$ cat config.mk
export PLATFORM = sky130hd
export DESIGN_NAME = dram_write_serializer_flat
export DESIGN_NICKNAME = d
export VERILOG_FILES = /design/src/rtl/scpad_types_pkg.sv /design/src/rtl/dram_write_req_if.sv /design/src/rtl/beat_mux.sv /design/src/rtl/dram_write_serializer.sv /design/src/flat_wrapper.sv
export SDC_FILE = /design/constraint.sdc
export NUM_CORES = 1
export LEC_CHECK = 0
export ABC_AREA = 1
export ABC_CLOCK_PERIOD_IN_PS = 38300
export BUFFER_PORTS_ARGS = -buffer_cell sky130_fd_sc_hd__buf_4
export CAP_MARGIN = 20
export CORE_AREA = 5 5 361 363
export CTS_CLUSTER_SIZE = 25
export DETAILED_ROUTE_END_ITERATION = 16
export DIE_AREA = 0 0 366 368
export PLACE_DENSITY = 0.41
export SYNTH_ARGS = -nofsm -noshare
export SYNTH_HDL_FRONTEND = slang
export SYNTH_SLANG_ARGS = --single-unit
$ cat constraint.sdc
create_clock -name clk -period 38.3 [get_ports clk]
set_clock_uncertainty 0.1 [all_clocks]
set_input_delay 1.915 -clock clk [delete_from_list [all_inputs] [get_ports clk]]
set_output_delay 1.915 -clock clk [all_outputs]
set_load 0.005 [all_outputs]
$ cat src/rtl/scpad_types_pkg.sv
// Shared scratchpad/DRAM types: line and beat geometry plus the DRAM write
// request bundle used by the writeback serializer and the DRAM arbiter.
package scpad_types_pkg;

    localparam int LINE_W     = 512;
    localparam int BEAT_W     = 64;
    localparam int MAX_BEATS  = LINE_W / BEAT_W;
    localparam int ADDR_W     = 32;
    localparam int ID_W       = 8;
    localparam int BEAT_IDX_W = $clog2(MAX_BEATS);

    typedef logic [LINE_W-1:0] scpad_data_t;

    typedef struct packed {
        logic              valid;
        logic              write;
        logic [ID_W-1:0]   id;
        logic [ADDR_W-1:0] addr;
        logic [BEAT_W-1:0] wdata;
        logic              last;
    } dram_write_req_t;

endpackage

$ cat src/rtl/dram_write_req_if.sv
// SRAM line input and DRAM write request channel of the writeback serializer.
interface dram_write_req_if #(
    parameter int LINE_W = scpad_types_pkg::LINE_W,
    parameter int BEAT_W = scpad_types_pkg::BEAT_W,
    parameter int ADDR_W = scpad_types_pkg::ADDR_W,
    parameter int ID_W   = scpad_types_pkg::ID_W,
    parameter int IDX_W  = scpad_types_pkg::BEAT_IDX_W
);

    logic              line_valid;
    logic              line_ready;
    logic [LINE_W-1:0] line_data;
    logic [ID_W-1:0]   line_id;
    logic [ADDR_W-1:0] line_addr;
    logic [IDX_W-1:0]  num_request;
    logic              be_stall;
    logic              dram_req_valid;
    logic              dram_req_ready;
    logic              dram_req_write;
    logic [ID_W-1:0]   dram_req_id;
    logic [ADDR_W-1:0] dram_req_addr;
    logic [BEAT_W-1:0] dram_wdata;
    logic              dram_req_last;
    logic              busy;

    modport dram_write_serializer (
        input  line_valid,
        output line_ready,
        input  line_data,
        input  line_id,
        input  line_addr,
        input  num_request,
        input  be_stall,
        output dram_req_valid,
        input  dram_req_ready,
        output dram_req_write,
        output dram_req_id,
        output dram_req_addr,
        output dram_wdata,
        output dram_req_last,
        output busy
    );

    // Upstream/DRAM side: supplies lines and the DRAM ready, observes beats.
    modport master (
        output line_valid,
        input  line_ready,
        output line_data,
        output line_id,
        output line_addr,
        output num_request,
        output be_stall,
        input  dram_req_valid,
        output dram_req_ready,
        input  dram_req_write,
        input  dram_req_id,
        input  dram_req_addr,
        input  dram_wdata,
        input  dram_req_last,
        input  busy
    );

endinterface

$ cat src/rtl/beat_mux.sv
// Combinational selector picking one BEAT_W slice of a scratchpad line.
module beat_mux #(
    parameter int BEAT_W    = 64,
    parameter int MAX_BEATS = 8,
    parameter int IDX_W     = $clog2(MAX_BEATS)
) (
    input  logic [BEAT_W*MAX_BEATS-1:0] line_data,
    input  logic [IDX_W-1:0]            beat_idx,
    output logic [BEAT_W-1:0]           beat
);

    always_comb begin
        beat = '0;
        for (int k = 0; k < MAX_BEATS; k++) begin
            if (beat_idx == k[IDX_W-1:0]) begin
                beat = line_data[k*BEAT_W +: BEAT_W];
            end
        end
    end

endmodule

$ cat src/rtl/dram_write_serializer.sv
// Writeback serializer: latches one scratchpad line and issues it to DRAM as
// a burst of 64-bit write beats, chaining lines with no idle cycle between them.
module dram_write_serializer #(
    parameter int LINE_W    = scpad_types_pkg::LINE_W,
    parameter int BEAT_W    = scpad_types_pkg::BEAT_W,
    parameter int MAX_BEATS = scpad_types_pkg::MAX_BEATS,
    parameter int ADDR_W    = scpad_types_pkg::ADDR_W
) (
    input  logic clk,
    input  logic rst,
    dram_write_req_if.dram_write_serializer bus
);

    import scpad_types_pkg::dram_write_req_t;

    localparam int IDX_W = $clog2(MAX_BEATS);
    localparam int ID_W  = 8;

    typedef enum logic [0:0] {
        IDLE,
        SEND
    } state_t;

    state_t            state;
    state_t            state_next;
    logic [IDX_W-1:0]  beat_idx;
    logic [IDX_W-1:0]  beat_idx_next;
    logic              load;

    logic [LINE_W-1:0] lat_data;
    logic [ID_W-1:0]   lat_id;
    logic [ADDR_W-1:0] lat_addr;
    logic [IDX_W-1:0]  lat_num;

    logic              sending;
    logic              beat_last;
    logic              beat_fire;
    logic              accept;
    logic [BEAT_W-1:0] mux_beat;
    dram_write_req_t   req;

    assign sending   = (state == SEND);
    assign beat_last = sending && (beat_idx == lat_num);
    assign beat_fire = sending && bus.dram_req_ready && !bus.be_stall;

    // A new line may slip in on the very cycle the last beat leaves.
    assign bus.line_ready = !bus.be_stall &&
                            ((state == IDLE) || (beat_last && bus.dram_req_ready));
    assign accept = bus.line_valid && bus.line_ready;

    always_ff @(posedge clk or posedge rst) begin
        if (rst) begin
            state    <= IDLE;
            beat_idx <= '0;
        end else begin
            state    <= state_next;
            beat_idx <= beat_idx_next;
        end
    end

    always_comb begin
        state_next    = state;
        beat_idx_next = beat_idx;
        load          = 1'b0;
        case (state)
            IDLE: begin
                if (accept) begin
                    state_next    = SEND;
                    beat_idx_next = '0;
                    load          = 1'b1;
                end
            end
            SEND: begin
                if (beat_fire) begin
                    if (beat_last) begin
                        beat_idx_next = '0;
                        if (accept) begin
                            load = 1'b1;
                        end else begin
                            state_next = IDLE;
                        end
                    end else begin
                        beat_idx_next = beat_idx + 1'b1;
                    end
                end
            end
            default: state_next = IDLE;
        endcase
    end

    always_ff @(posedge clk or posedge rst) begin
        if (rst) begin
            lat_data <= '0;
            lat_id   <= '0;
            lat_addr <= '0;
            lat_num  <= '0;
        end else if (load) begin
            lat_data <= bus.line_data;
            lat_id   <= bus.line_id;
            lat_addr <= bus.line_addr;
            lat_num  <= bus.num_request;
        end
    end

    beat_mux #(
        .BEAT_W    (BEAT_W),
        .MAX_BEATS (MAX_BEATS),
        .IDX_W     (IDX_W)
    ) u_beat_mux (
        .line_data (lat_data),
        .beat_idx  (beat_idx),
        .beat      (mux_beat)
    );

    // Beat fields are forced to zero outside SEND; address wraps modulo 2^ADDR_W.
    always_comb begin
        req       = '0;
        req.valid = sending;
        req.write = sending;
        req.last  = beat_last;
        if (sending) begin
            req.id    = lat_id;
            req.addr  = lat_addr + ADDR_W'({beat_idx, 3'b000});
            req.wdata = mux_beat;
        end
    end

    assign bus.dram_req_valid = req.valid;
    assign bus.dram_req_write = req.write;
    assign bus.dram_req_id    = req.id;
    assign bus.dram_req_addr  = req.addr;
    assign bus.dram_wdata     = req.wdata;
    assign bus.dram_req_last  = req.last;
    assign bus.busy           = (state != IDLE);

endmodule

$ cat src/flat_wrapper.sv
// flat-port wrapper written by rule: the top's interface ports become plain ports
module dram_write_serializer_flat import scpad_types_pkg::dram_write_req_t;
#(
    parameter int LINE_W    = scpad_types_pkg::LINE_W,
    parameter int BEAT_W    = scpad_types_pkg::BEAT_W,
    parameter int MAX_BEATS = scpad_types_pkg::MAX_BEATS,
    parameter int ADDR_W    = scpad_types_pkg::ADDR_W
)
  (clk, rst, bus_line_valid, bus_line_ready, bus_line_data, bus_line_id, bus_line_addr, bus_num_request, bus_be_stall, bus_dram_req_valid, bus_dram_req_ready, bus_dram_req_write, bus_dram_req_id, bus_dram_req_addr, bus_dram_wdata, bus_dram_req_last, bus_busy);
  dram_write_req_if #(.LINE_W(LINE_W), .BEAT_W(BEAT_W), .ADDR_W(ADDR_W)) bus_i ();
  input  logic clk;
  input  logic rst;
  input wire logic [$bits(bus_i.line_valid)-1:0] bus_line_valid;
  output wire logic [$bits(bus_i.line_ready)-1:0] bus_line_ready;
  input wire logic [$bits(bus_i.line_data)-1:0] bus_line_data;
  input wire logic [$bits(bus_i.line_id)-1:0] bus_line_id;
  input wire logic [$bits(bus_i.line_addr)-1:0] bus_line_addr;
  input wire logic [$bits(bus_i.num_request)-1:0] bus_num_request;
  input wire logic [$bits(bus_i.be_stall)-1:0] bus_be_stall;
  output wire logic [$bits(bus_i.dram_req_valid)-1:0] bus_dram_req_valid;
  input wire logic [$bits(bus_i.dram_req_ready)-1:0] bus_dram_req_ready;
  output wire logic [$bits(bus_i.dram_req_write)-1:0] bus_dram_req_write;
  output wire logic [$bits(bus_i.dram_req_id)-1:0] bus_dram_req_id;
  output wire logic [$bits(bus_i.dram_req_addr)-1:0] bus_dram_req_addr;
  output wire logic [$bits(bus_i.dram_wdata)-1:0] bus_dram_wdata;
  output wire logic [$bits(bus_i.dram_req_last)-1:0] bus_dram_req_last;
  output wire logic [$bits(bus_i.busy)-1:0] bus_busy;
  assign bus_i.line_valid = bus_line_valid;
  assign bus_line_ready = bus_i.line_ready;
  assign bus_i.line_data = bus_line_data;
  assign bus_i.line_id = bus_line_id;
  assign bus_i.line_addr = bus_line_addr;
  assign bus_i.num_request = bus_num_request;
  assign bus_i.be_stall = bus_be_stall;
  assign bus_dram_req_valid = bus_i.dram_req_valid;
  assign bus_i.dram_req_ready = bus_dram_req_ready;
  assign bus_dram_req_write = bus_i.dram_req_write;
  assign bus_dram_req_id = bus_i.dram_req_id;
  assign bus_dram_req_addr = bus_i.dram_req_addr;
  assign bus_dram_wdata = bus_i.dram_wdata;
  assign bus_dram_req_last = bus_i.dram_req_last;
  assign bus_busy = bus_i.busy;
  dram_write_serializer #(.LINE_W(LINE_W), .BEAT_W(BEAT_W), .MAX_BEATS(MAX_BEATS), .ADDR_W(ADDR_W)) u_core (.clk(clk), .rst(rst), .bus(bus_i));
endmodule
==> impl_results.md, run 1 <==
* Chip Width at 366 um
* Drt wl/cell at approximately 21 um
* Fill count at 14100
* Worst min-delay path startpoint: u_core.lat_data[507]$_DFFE_PP0P_
* Synth warn at 0
* Min-delay worst type: reg -> reg
* Crit. Startpoint: u_core.beat_idx[1]$_DFFE_PP0P_
* Syn-to-layout area delta at 28.82%
* Max Root-Sink Buffers at 3
* Vias in the first global route at about 30000
* Largest net degree at the start of global routing at 212
* Post-synth top flop: dfrtp_1
* Via Count at 29280
* Fin. Hold Viols at 0
* RR Endpoint: u_core.lat_data[4]$_DFFE_PP0P_
* Post-DP HPWL at ~94 mm
* First-pass GRT wire length at 202.1 mm
* Post-Synth XOR/XNOR Area at 0.2909%
* Die Y at 368 um
* Crit end category: output pin
* FF-to-FF Start: u_core.beat_idx[2]$_DFFE_PP0P_
* Initial antenna violation count at 55
* R2R depth at 8
* TritonCTS Buffers at between 70 and 80
* Non-filler cells, final at 6612
* Placed Area at 36160 um^2
* Met3 Use GR at 6.378%
* Post-synthesis compound-gate area fraction at about 2.6%
* Slew margin rel. at about a fifth
* # hold bufs at CTS at 0
* CP required at 36.28 ns
* Met1 Usage GRT at 23.59%
* Met2 Track Usage GR at 34.44%
* Final hold slack at ~0.36 ns
* Main combinational cell family by area after synthesis: simple AND/OR/NAND/NOR gates
* Final design area excluding fillers at 38780 um^2
* Commonest non-fill, non-tap cell in the layout: nand2_1
* Commonest cells after routing, fill and taps aside: 1947 x nand2_1, 702 x nand3_1, 693 x buf_4
* Pleak at 21.43 nW
* Total of max-cap violations at 0
* Startpoint types: flop
* Outcome: finished clean
* PortBufs at between 600 and 700
* Initial core utilization at 23.76%
* Final WL at 137.8 mm
* Sequential fraction of the synthesis area at 46.46%
* Core ar. at between 100000 and 150000 um^2
* Maximum vdd ir drop at around 0.059 mV
* Final period util at 15.52%
* RSZ-0062 raised after global routing: false
* Residual DRC count at 0
* # placed instances at 6446
* Distinct cells, synth at 27
* Clock transition at path regs at 0.06 ns
* Synth async-reset ratio at 100.0%
* Final Util at 30.61%
* Flop2flop setup slack at 33.89 ns
* Hold Crit Endpoint: u_core.lat_data[507]$_DFFE_PP0P_
* CTS tree: built
* Final slew viol count at 0
* DRT iter0 DRCs at 2017
* Post-Syn Area per Cell at 6.855 um^2
* Fin crit period at a little under 6 ns
* Skew-Pair Late Insertion Delay at around 0.64 ns
* Synth Area in Adders at 0.4405%
* Routed vias/inst at roughly 4.4
* Mux cell area share after synthesis at 0%
* Power density cells at 85.77 nW/um^2
* Gates resized, CTS repair at 0
* Synthesized Nets at 4962
* GRT Overall Usage at between 10% and 20%
* CTS Sinks at 559
* ANT nets after route at 0
* Root Buffer: clkbuf_16
* Global route hottest layer: met2
* Dominant cell type by area after synthesis: dfrtp_1
* Fmax achieved at 168.3 MHz
* Die footprint at 134700 um^2
* Row count at 131
* Hold path depth at 2
* Fin nets at 5432
* Htree depth at 3
* Post-synth EDFFs at 0
* Post-Synth Simple-Gate Area at 40.75%
* Setup tns final at 0 ns
* Netlist Area Pre-Place at 30110 um^2
* Gr ovfl total at 0
* Critical path class: reg -> out
* IO Pins at 669
* DR pass1 iterations at 5
* Area contributors post-synth: dfrtp_1 46%, nand2_1 24%, nand3_1 12%
* Cell count after synthesis at around 4400
* Final setup violation count at 0
* Synth top area share at 46.46%
* CP Max Fanout at 79
* Gpl congestion at ~0.82
* Layout cells sized above 1 at 18.22%
* Flops & latches, synth at 559
* Post-CTS setup buffers at 0
* WP data arrival at 3.93 ns
* Worst slew pin tran at 1.193 ns
state kept, by name, summed over array words and instances (netlist names):
signal           count
u_core.lat_data    512
u_core.lat_addr     32
u_core.lat_id        8
u_core.beat_idx      3
u_core.lat_num       3
u_core.bus.busy      1
synthesized netlist by cell type (2+ instances only):
library cell / count
o21ai_0: 75
ha_1: 9
nand2_1: 1949
xnor2_1: 5
xor2_1: 5
clkbuf_1: 150
nand3_1: 702
dfrtp_1: 559
nor2_1: 241
a21oi_1: 76
a31oi_1: 2
nor4_1: 2
inv_2: 2
buf_1: 25
nor3_1: 14
buf_2: 81
inv_1: 367
nand4_1: 5
or2_2: 64
buf_4: 52
metal layers:
metal	up-vias	part of all wire (%)	routed length (um)
met3	184	7.1	9788
met1	13840	41	56420
met4	46	2.5	3423
met2	693	49	67850
met5	-	0.25	347
li1	14520	-	-
how the worst max path moves through the flow:
| stage | cells after the start | slack (ns) | endpoint |
|---|---|---|---|
| floorplan | 1 | 20.65 | u_core.beat_idx[0]$_DFFE_PP0P_ |
| global placement | 5 | 32.78 | u_core.lat_data[410]$_DFFE_PP0P_ |
| detailed placement | 5 | 32.82 | u_core.lat_data[410]$_DFFE_PP0P_ |
| CTS | 12 | 32.17 | bus_dram_wdata[3] |
| global route | 9 | 32.02 | bus_dram_wdata[16] |
| finish | 12 | 32.36 | bus_dram_wdata[16] |
logic make-up after synthesis:
logic type,after synthesis
simple gates,2980
flops,559
xor+xnor,10
buf+inv,678
compound gates,155
fa+ha+maj,10
area by class of cell:
type | count | area (um^2) | area share, %
flip-flops and latches | 559 | 13990 | 36.08
multi-input cells | 3155 | 13350 | 34.42
repair buffers | 700 | 5338 | 13.76
clock buffers | 111 | 2228 | 5.746
well taps | 1662 | 2079 | 5.362
inverters | 370 | 1401 | 3.613
clock inverters | 27 | 324.1 | 0.8356
diodes | 28 | 70.07 | 0.1807
critical path: stages (launching register included):
cell and delay (ns):
dfrtp_1 0.46, inv_1 0.19, ha_4 0.57, buf_4 0.81
nand3_1 0.14, nand3_1 0.13, nand2_1 0.13, nand2_1 0.13
nand2_1 0.10, nand2_1 0.07, nand2_1 0.08, a21oi_1 0.25
buf_4 0.17
where the power goes:
group	leakage, nW	internal, W	switching, W	total (W)
Clock	1.26	0.000445	0.000297	0.000742
Sequential	6.99	0.000864	0.000171	0.00103
Combinational	13.2	0.000513	0.00104	0.00155
per-stage QoR:
step,setup slack (ns),power [W]
floorplan,20.65,0.001901
global placement,32.78,0.002670
detailed placement,32.82,0.002678
CTS,32.17,0.003445
global route,32.02,0.003626
finish,32.36,0.003326
(Power assumes the default switching activity.)
==> run 2: changes to the inputs <==
--- a/config.mk
+++ b/config.mk
@@ -6,7 +6,7 @@
 export NUM_CORES = 1
 export LEC_CHECK = 0
 export ABC_AREA = 1
-export ABC_CLOCK_PERIOD_IN_PS = 38300
+export ABC_CLOCK_PERIOD_IN_PS = 6200
 export BUFFER_PORTS_ARGS = -buffer_cell sky130_fd_sc_hd__buf_4
 export CAP_MARGIN = 20
 export CORE_AREA = 5 5 361 363
==> constraint.sdc (replaced) <==
create_clock -name clk -period 6.2 [get_ports clk]
set_clock_uncertainty 0.1 [all_clocks]
set_input_delay 0.31 -clock clk [delete_from_list [all_inputs] [get_ports clk]]
set_output_delay 0.31 -clock clk [all_outputs]
set_load 0.005 [all_outputs]
==> impl_results.md, run 2 (synthesized netlist as in run 1, its figures left out) <==
* Pre-CTS setup slack at 2.537 ns (-30.29 ns)
* Gr ovfl total at 0 (unchanged)
* CP required at 5.79 ns (-30.49 ns)
* DRT iter0 DRCs at 2044 (+1.3%)
* Sequential power share at 30.8% (-0.3 points)
* Worst min-delay path startpoint: bus_be_stall
* Final period util at 68.85%
* Maximum vdd ir drop at 0.3062 mV (+420%)
* Initial antenna violation count at 55 (unchanged)
* ANT nets after route at 0 (unchanged)
* DR pass1 iterations at 8 (+3)
* TritonCTS Buffers at 76 (unchanged)
* Die Y at 368 um (unchanged)
* Setup tns final at 0 ns (unchanged)
* Total of max-cap violations at 0 (unchanged)
* R2R depth at 8 (unchanged)
* PortBufs at 668 (unchanged)
* # placed instances at 6450 (+0.062%)
* Largest net degree at the start of global routing at 184 (-13%)
* Placed Area at 36310 um^2 (+0.42%)
* GRT Overall Usage at 21.13% (+1.3 points)
* Final design area excluding fillers at 44710 um^2 (+15%)
* Fin crit period at 4.269 ns
* CTS Sinks at 559 (unchanged)
* First-pass GRT wire length at 217.4 mm (+7.6%)
* CP Max Fanout at 183 (+130%)
* Final hold slack at 0.06603 ns (-0.2960 ns)
* RR Endpoint: u_core.lat_data[456]$_DFFE_PP0P_
* Routed vias/inst at 4.434 (+0.11%)
* Final WL at 146.5 mm (+6.3%)
* Max Root-Sink Buffers at 3 (unchanged)
* Initial core utilization at 23.76% (unchanged)
* Core ar. at 126700 um^2 (unchanged)
* Post-DP HPWL at 100.1 mm (+6.1%)
* FF-to-FF Start: u_core.beat_idx[2]$_DFFE_PP0P_
* Psw at 0.009413 W (+530%)
* Residual DRC count at 0 (unchanged)
* Commonest cells after routing, fill and taps aside: 1947 x nand2_1, 702 x nand3_1, 687 x buf_4
* Fill count at 13750 (-2.4%)
* Clk pwr share at 21.3% (-1.0 points)
* Post-route setup slack at 1.931 ns (-30.43 ns)
* Most flops, register: u_core.lat_data
* Drt wl/cell at 20.34 um (-2.4%)
* Crit end category: output pin
* Final slew viol count at 0 (unchanged)
* Via Count at 31920 (+9.0%)
* Die footprint at 134700 um^2 (unchanged)
* Worst slew pin tran at 1.065 ns (-0.1279 ns)
* RSZ-0062 raised after global routing: false
* CTS tree: built
* Flop2flop setup slack at 2.24 ns (-31.65 ns)
* Power share of the combinational group at 47.9% (+1.3 points)
* Row count at 131 (unchanged)
* Gpl congestion at 0.8119 (-1.2%)
* Max reg flops at 512 (unchanged)
* Outcome: finished clean
* Pleak at 23.82 nW (+11%)
* IO Pins at 669 (unchanged)
* Vias in the first global route at 33020 (+9.8%)
* Skew-Pair Late Insertion Delay at 0.64 ns (about the same)
* Layout cells sized above 1 at 16.25% (-2.0 points)
* Largest regs: u_core.lat_data: 512 flops, u_core.lat_addr: 32 flops, u_core.lat_id: 8 flops
* Gates resized, CTS repair at 0 (unchanged)
* WP data arrival at 3.86 ns (-0.07 ns)
* Fin. Hold Viols at 0 (unchanged)
* Min-delay worst type: in -> reg
* Commonest non-fill, non-tap cell in the layout: nand2_1
* Internal at 0.01143 W (+530%)
* Fmax achieved at 234.3 MHz
* Hold path depth at 5 (+3)
* Syn-to-layout area delta at 48.49%
* Non-filler cells, final at 7200 (+8.9%)
* Slew margin rel. at 29.02% (+8.5 points)
* Hold Crit Endpoint: u_core.beat_idx[1]$_DFFE_PP0P_
* Fin nets at 6023 (+11%)
* Htree depth at 3 (unchanged)
* Critical path class: reg -> out
* Switch share at 45.17% (-0.063 points)
* Clock transition at path regs at 0.06 ns (about the same)
* Chip Width at 366 um (unchanged)
* Startpoint types: flop
* Root Buffer: clkbuf_16
* Power density cells at 466.1 nW/um^2 (+440%)
* Final setup violation count at 0 (unchanged)
-- run 2: cell count changes in the layout (fill, tap and decap cells not counted), moves of 2 or more --
cell,change
buf_12,+10
buf_4,-6
clkbuf_16,-3
diode_2,+3
dlygate4sd3_1,+587
inv_6,+2
-- run 2: worst max-delay path by stage --
stage                              startpoint                             end  slack (ns)
6_report       u_core.beat_idx[2]$_DFFE_PP0P_                  bus_line_ready        1.93
3_5_place_dp   u_core.beat_idx[0]$_DFFE_PP0P_              bus_dram_wdata[36]        2.54
2_1_floorplan                             rst  u_core.beat_idx[0]$_DFFE_PP0P_       -1.82
5_1_grt        u_core.beat_idx[0]$_DFFE_PP0P_              bus_dram_wdata[36]        1.70
4_1_cts        u_core.beat_idx[0]$_DFFE_PP0P_              bus_dram_wdata[36]        1.84
3_3_place_gp   u_core.beat_idx[0]$_DFFE_PP0P_              bus_dram_wdata[36]        2.54
-- run 2: power by group through the flow --
| stage | registers (W) | clock network, W | logic (W) |
|---|---|---|---|
| after detailed placement | 0.00645 | 0 | 0.0100 |
| after global placement | 0.00645 | 0 | 0.0100 |
| after floorplan | 0.00609 | 0 | 0.00566 |
| final | 0.00641 | 0.00444 | 0.00998 |
| after global routing | 0.00661 | 0.00472 | 0.0112 |
| after CTS | 0.00640 | 0.00459 | 0.0104 |
-- run 2: repair_timing --
action | in CTS | in global routing
buffers inserted | 0 | 0
endpoints found under the hold margin | 699 | 0
hold buffers | 587 | 0
-- run 2: area by class of cell --
type                    count  area, um^2  share of cell area, %
diodes                     31       77.57                 0.1735
clock buffers             109        2167                  4.847
clock inverters            23       274.0                 0.6129
inverters                 370        1396                  3.123
multi-input cells        3155       13350                  29.86
flip-flops and latches    559       13990                  31.30
well taps                1662        2079                  4.652
repair buffers           1291       11370                  25.43
-- run 2: routing by layer --
metal / track usage (%) / wire length (um) / vias to the layer above
met4: 6.070 / 4659 / 34
met2: 38.09 / 73890 / 757
met1: 25.29 / 60140 / 15190
met3: 4.587 / 7538 / 213
met5: 0 / 226 / -
li1: - / - / 15730
-- run 2: metrics by stage --
stage	total power, W	utilization (%)
final	0.02084	35.28
after global routing	0.02256	35.25
after CTS	0.02142	35.22
after detailed placement	0.01648	28.66
after global placement	0.01645	28.66
after floorplan	0.01174	-
-- run 2: critical path: stages, from the launching register on --
cell and delay, ns:
dfrtp_1 0.72, xnor2_1 0.19, nand3_1 0.21, o22ai_4 0.31
buf_4 0.60, buf_12 0.71, buf_4 0.24
==> run 3: changes to the inputs <==
--- a/config.mk
+++ b/config.mk
@@ -5,14 +5,14 @@
 export SDC_FILE = /design/constraint.sdc
 export NUM_CORES = 1
 export LEC_CHECK = 0
-export ABC_AREA = 1
-export ABC_CLOCK_PERIOD_IN_PS = 6200
+export ABC_AREA = 0
+export ABC_CLOCK_PERIOD_IN_PS = 4100
 export BUFFER_PORTS_ARGS = -buffer_cell sky130_fd_sc_hd__buf_4
 export CAP_MARGIN = 20
-export CORE_AREA = 5 5 361 363
+export CORE_AREA = 5 5 340 342
 export CTS_CLUSTER_SIZE = 25
 export DETAILED_ROUTE_END_ITERATION = 16
-export DIE_AREA = 0 0 366 368
+export DIE_AREA = 0 0 345 347
 export PLACE_DENSITY = 0.41
 export SYNTH_ARGS = -nofsm -noshare
 export SYNTH_HDL_FRONTEND = slang
==> constraint.sdc (replaced) <==
create_clock -name clk -period 4.1 [get_ports clk]
set_clock_uncertainty 0.1 [all_clocks]
set_input_delay 0.205 -clock clk [delete_from_list [all_inputs] [get_ports clk]]
set_output_delay 0.205 -clock clk [all_outputs]
set_load 0.005 [all_outputs]
==> impl_results.md, run 3 <==
* Gr ovfl total at 0 (unchanged)
* Largest net degree at the start of global routing at 106 (-42%)
* Dominant cell type by area after synthesis: dfrtp_1
* Initial antenna violation count at 28 (-49%)
* Post-synth EDFFs at 0 (unchanged)
* Sequential fraction of the synthesis area at 52.41% (+6.0 points)
* Final period util at 94.59%
* Final setup violation count at 0 (unchanged)
* Syn-to-layout area delta at 56.45%
* Crit end category: output pin
* Gpl congestion at 0.8678 (+6.9%)
* Residual DRC count at 0 (unchanged)
* RSZ-0062 raised after global routing: false
* Cell count after synthesis at 2309 (-47%)
* TritonCTS Buffers at 71 (-6.6%)
* Met1 Usage GRT at 23.12% (-2.2 points)
* Clock transition at path regs at 0.06 ns (about the same)
* Final slew viol count at 0 (unchanged)
* Final Util at 37.27% (+2.0 points)
* Skew-Pair Late Insertion Delay at 0.61 ns (-0.03 ns)
* Global route hottest layer: met2
* Most flops, register: u_core.lat_data
* Maximum vdd ir drop at 0.3545 mV (+16%)
* Synthesized Nets at 2879 (-42%)
* Final WL at 109.0 mm (-26%)
* GRT Overall Usage at 17.67% (-3.5 points)
* Root Buffer: clkbuf_16
* Critical path class: reg -> out
* R2R depth at 6 (-2)
* Met3 Use GR at 3.804% (-0.78 points)
* Drt wl/cell at 21.51 um (+5.8%)
* Htree depth at 3 (unchanged)
* CP peak stage delay at 0.77 ns (+0.05 ns)
* Fmax achieved at 257.8 MHz
* Power density cells at 708.0 nW/um^2 (+52%)
* DR pass1 iterations at 9 (+1)
* Max reg flops at 512 (unchanged)
* WP data arrival at 3.57 ns (-0.29 ns)
* Delay-heaviest family, CP: compound AO/OA/AOI/OAI gates
* Fill count at 11140 (-19%)
* Max Root-Sink Buffers at 3 (unchanged)
* Slew margin rel. at 37.88% (+8.9 points)
* Startpoint types: flop
* Core ar. at 112000 um^2 (-12%)
* CTS Sinks at 559 (unchanged)
* FF-to-FF Start: u_core.beat_idx[2]$_DFFE_PP0P_
* Synth async-reset ratio at 100.0% (unchanged)
* Die footprint at 119700 um^2 (-11%)
* Worst Path Buf+Inv at 3 (unchanged)
* PortBufs at 668 (unchanged)
* Chip Width at 345 um (-5.7%)
* Setup tns final at 0 ns (unchanged)
* Flop2flop setup slack at 1.34 ns (-0.90 ns)
* IO Pins at 669 (unchanged)
* Fin nets at 4066 (-32%)
* Area contributors post-synth: dfrtp_1 52%, mux2_2 23%, a221oi_1 4.2%
* Vias in the first global route at 25480 (-23%)
* Commonest non-fill, non-tap cell in the layout: buf_4
* Die Y at 347 um (-5.7%)
* Routed vias/inst at 4.623 (+4.3%)
* Initial core utilization at 23.82% (+0.059 points)
* Met2 Track Usage GR at 29.88% (-8.2 points)
* # placed instances at 4358 (-32%)
* Non-filler cells, final at 5068 (-30%)
* Fin. Hold Viols at 0 (unchanged)
* Largest regs: u_core.lat_data: 512 flops, u_core.lat_addr: 32 flops, u_core.lat_id: 8 flops
* CP most frequent cell: buf_4
* DRT iter0 DRCs at 1332 (-35%)
* Post-DP HPWL at 77.67 mm (-22%)
* CP required at 3.80 ns (-1.99 ns)
* RR Endpoint: u_core.lat_data[172]$_DFFE_PP0P_
* First-pass GRT wire length at 164.4 mm (-24%)
* Top cells by count, synth: 559 x dfrtp_1, 555 x mux2_2, 201 x a21oi_1
* Most common cell in the netlist: dfrtp_1
* Min-delay worst type: in -> async
* Flops & latches, synth at 559 (unchanged)
* Layout cells sized above 1 at 40.27% (+24 points)
* Via Count at 23430 (-27%)
* Synth top area share at 52.41% (+6.0 points)
* Commonest cells after routing, fill and taps aside: 713 x buf_4, 563 x dlygate4sd3_1, 558 x dfrtp_1
* CTS tree: built
* Row count at 123 (-6.1%)
* Distinct cells, synth at 51 (+89%)
* Fin crit period at 3.878 ns
* Worst slew pin tran at 0.9282 ns (-0.1364 ns)
* Pleak at 18.42 nW (-23%)
* Netlist Area Pre-Place at 26690 um^2 (-11%)
* Post-Syn Area per Cell at 11.56 um^2 (+69%)
* CP Max Fanout at 19 (-90%)
* Cell Chain, Critical Path: inv_1 > ha_4 > o21ai_4 > buf_4 > nand2_1 > o22ai_1 > a21oi_1 > buf_4
* Synth warn at 0 (unchanged)
* ANT nets after route at 0 (unchanged)
* Post-synth top flop: dfrtp_1
* Critical-path top delay cell: o21ai_4
* Total of max-cap violations at 0 (unchanged)
* Outcome: finished clean
[run 3: changes by cell type in the layout (fill, tap and decap cells not counted), sizes merged, moves of 12 or more]
cell         delta
dlygate4sd3    -24
a21oi         +125
buf            +36
nor2          -165
nand2        -1808
inv           -229
mux2          +555
nand3         -693
nand3b         +64
o22ai          +65
a221oi        +128
or2            -63
and2           +14
nor3           -12
[run 3: cell type report]
type | count | area [um^2] | area share (%)
diodes | 22 | 55.05 | 0.1319
clock buffers | 102 | 2120 | 5.076
clock inverters | 21 | 203.9 | 0.4884
inverters | 141 | 536.8 | 1.286
multi-input cells | 1420 | 11450 | 27.43
flip-flops and latches | 559 | 13990 | 33.51
well taps | 1500 | 1877 | 4.495
repair buffers | 1303 | 11520 | 27.59
[run 3: layer usage]
| layer | up-vias | routed length [um] |
|---|---|---|
| met1 | 11830 | 47840 |
| li1 | 10720 | - |
| met4 | 6 | 2268 |
| met2 | 741 | 52890 |
| met3 | 133 | 5994 |
| met5 | - | 28 |
[run 3: cells by family after synthesis]
kind of cell	share of synthesized area (%)
buffers and inverters	5.049
adder cells (fa/ha/maj)	0.4970
flip-flops	52.41
multiplexers	23.53
XOR/XNOR	0.2953
AND/OR/NAND/NOR	6.446
AO/OA/AOI/OAI	11.77
[run 3: how the worst max path moves through the flow]
| stage | start | endpoint | slack, ns | cells past startpoint |
|---|---|---|---|---|
| final | u_core.beat_idx[0]$_DFFE_PP0P_ | bus_dram_wdata[18] | 0.22 | 8 |
| after detailed placement | u_core.beat_idx[0]$_DFFE_PP0P_ | bus_dram_wdata[36] | 0.63 | 8 |
| after CTS | u_core.beat_idx[0]$_DFFE_PP0P_ | bus_dram_wdata[36] | 0.05 | 7 |
| after global placement | u_core.beat_idx[0]$_DFFE_PP0P_ | bus_dram_wdata[36] | 0.63 | 8 |
| after global routing | u_core.beat_idx[1]$_DFFE_PP0P_ | bus_dram_wdata[29] | 0.02 | 9 |
| after floorplan | rst | u_core.beat_idx[0]$_DFFE_PP0P_ | -3.81 | 1 |
[run 3: per-stage QoR]
step / hold slack, ns / setup slack (ns) / area, um^2 / power, W
floorplan: 0.2374 / -3.815 / 26690 / 0.01734
global placement: 0.2853 / 0.6253 / 33680 / 0.02268
detailed placement: 0.2805 / 0.6313 / 33680 / 0.02291
CTS: 0.1379 / 0.05452 / 41680 / 0.02995
global route: 0.1910 / 0.02381 / 41730 / 0.03149
finish: 0.1815 / 0.2217 / 41750 / 0.02956
[run 3: where the power goes]
part	leakage, nW	total [W]	switching, W	internal, W
sequential	6.75	0.0100	0.00171	0.00832
clock	1.15	0.00631	0.00254	0.00378
combinational	10.5	0.0132	0.00633	0.00689
[run 3: worst min-delay path, stage by stage]
cell and delay [ns]:
dlygate4sd3_1 0.54, buf_4 0.14, clkinvlp_4 0.51
[run 3: repair_timing]
| action | 4_1_cts | 5_1_grt |
|---|---|---|
| pin swaps | 1 | 0 |
| hold buffers | 563 | 0 |
| gates cloned | 0 | 0 |
| endpoints found under the setup margin | 1 | 4 |
| hold endpoints to repair | 577 | 0 |
| buffers inserted | 1 | 1 |
| gates resized for setup | 2 | 1 |
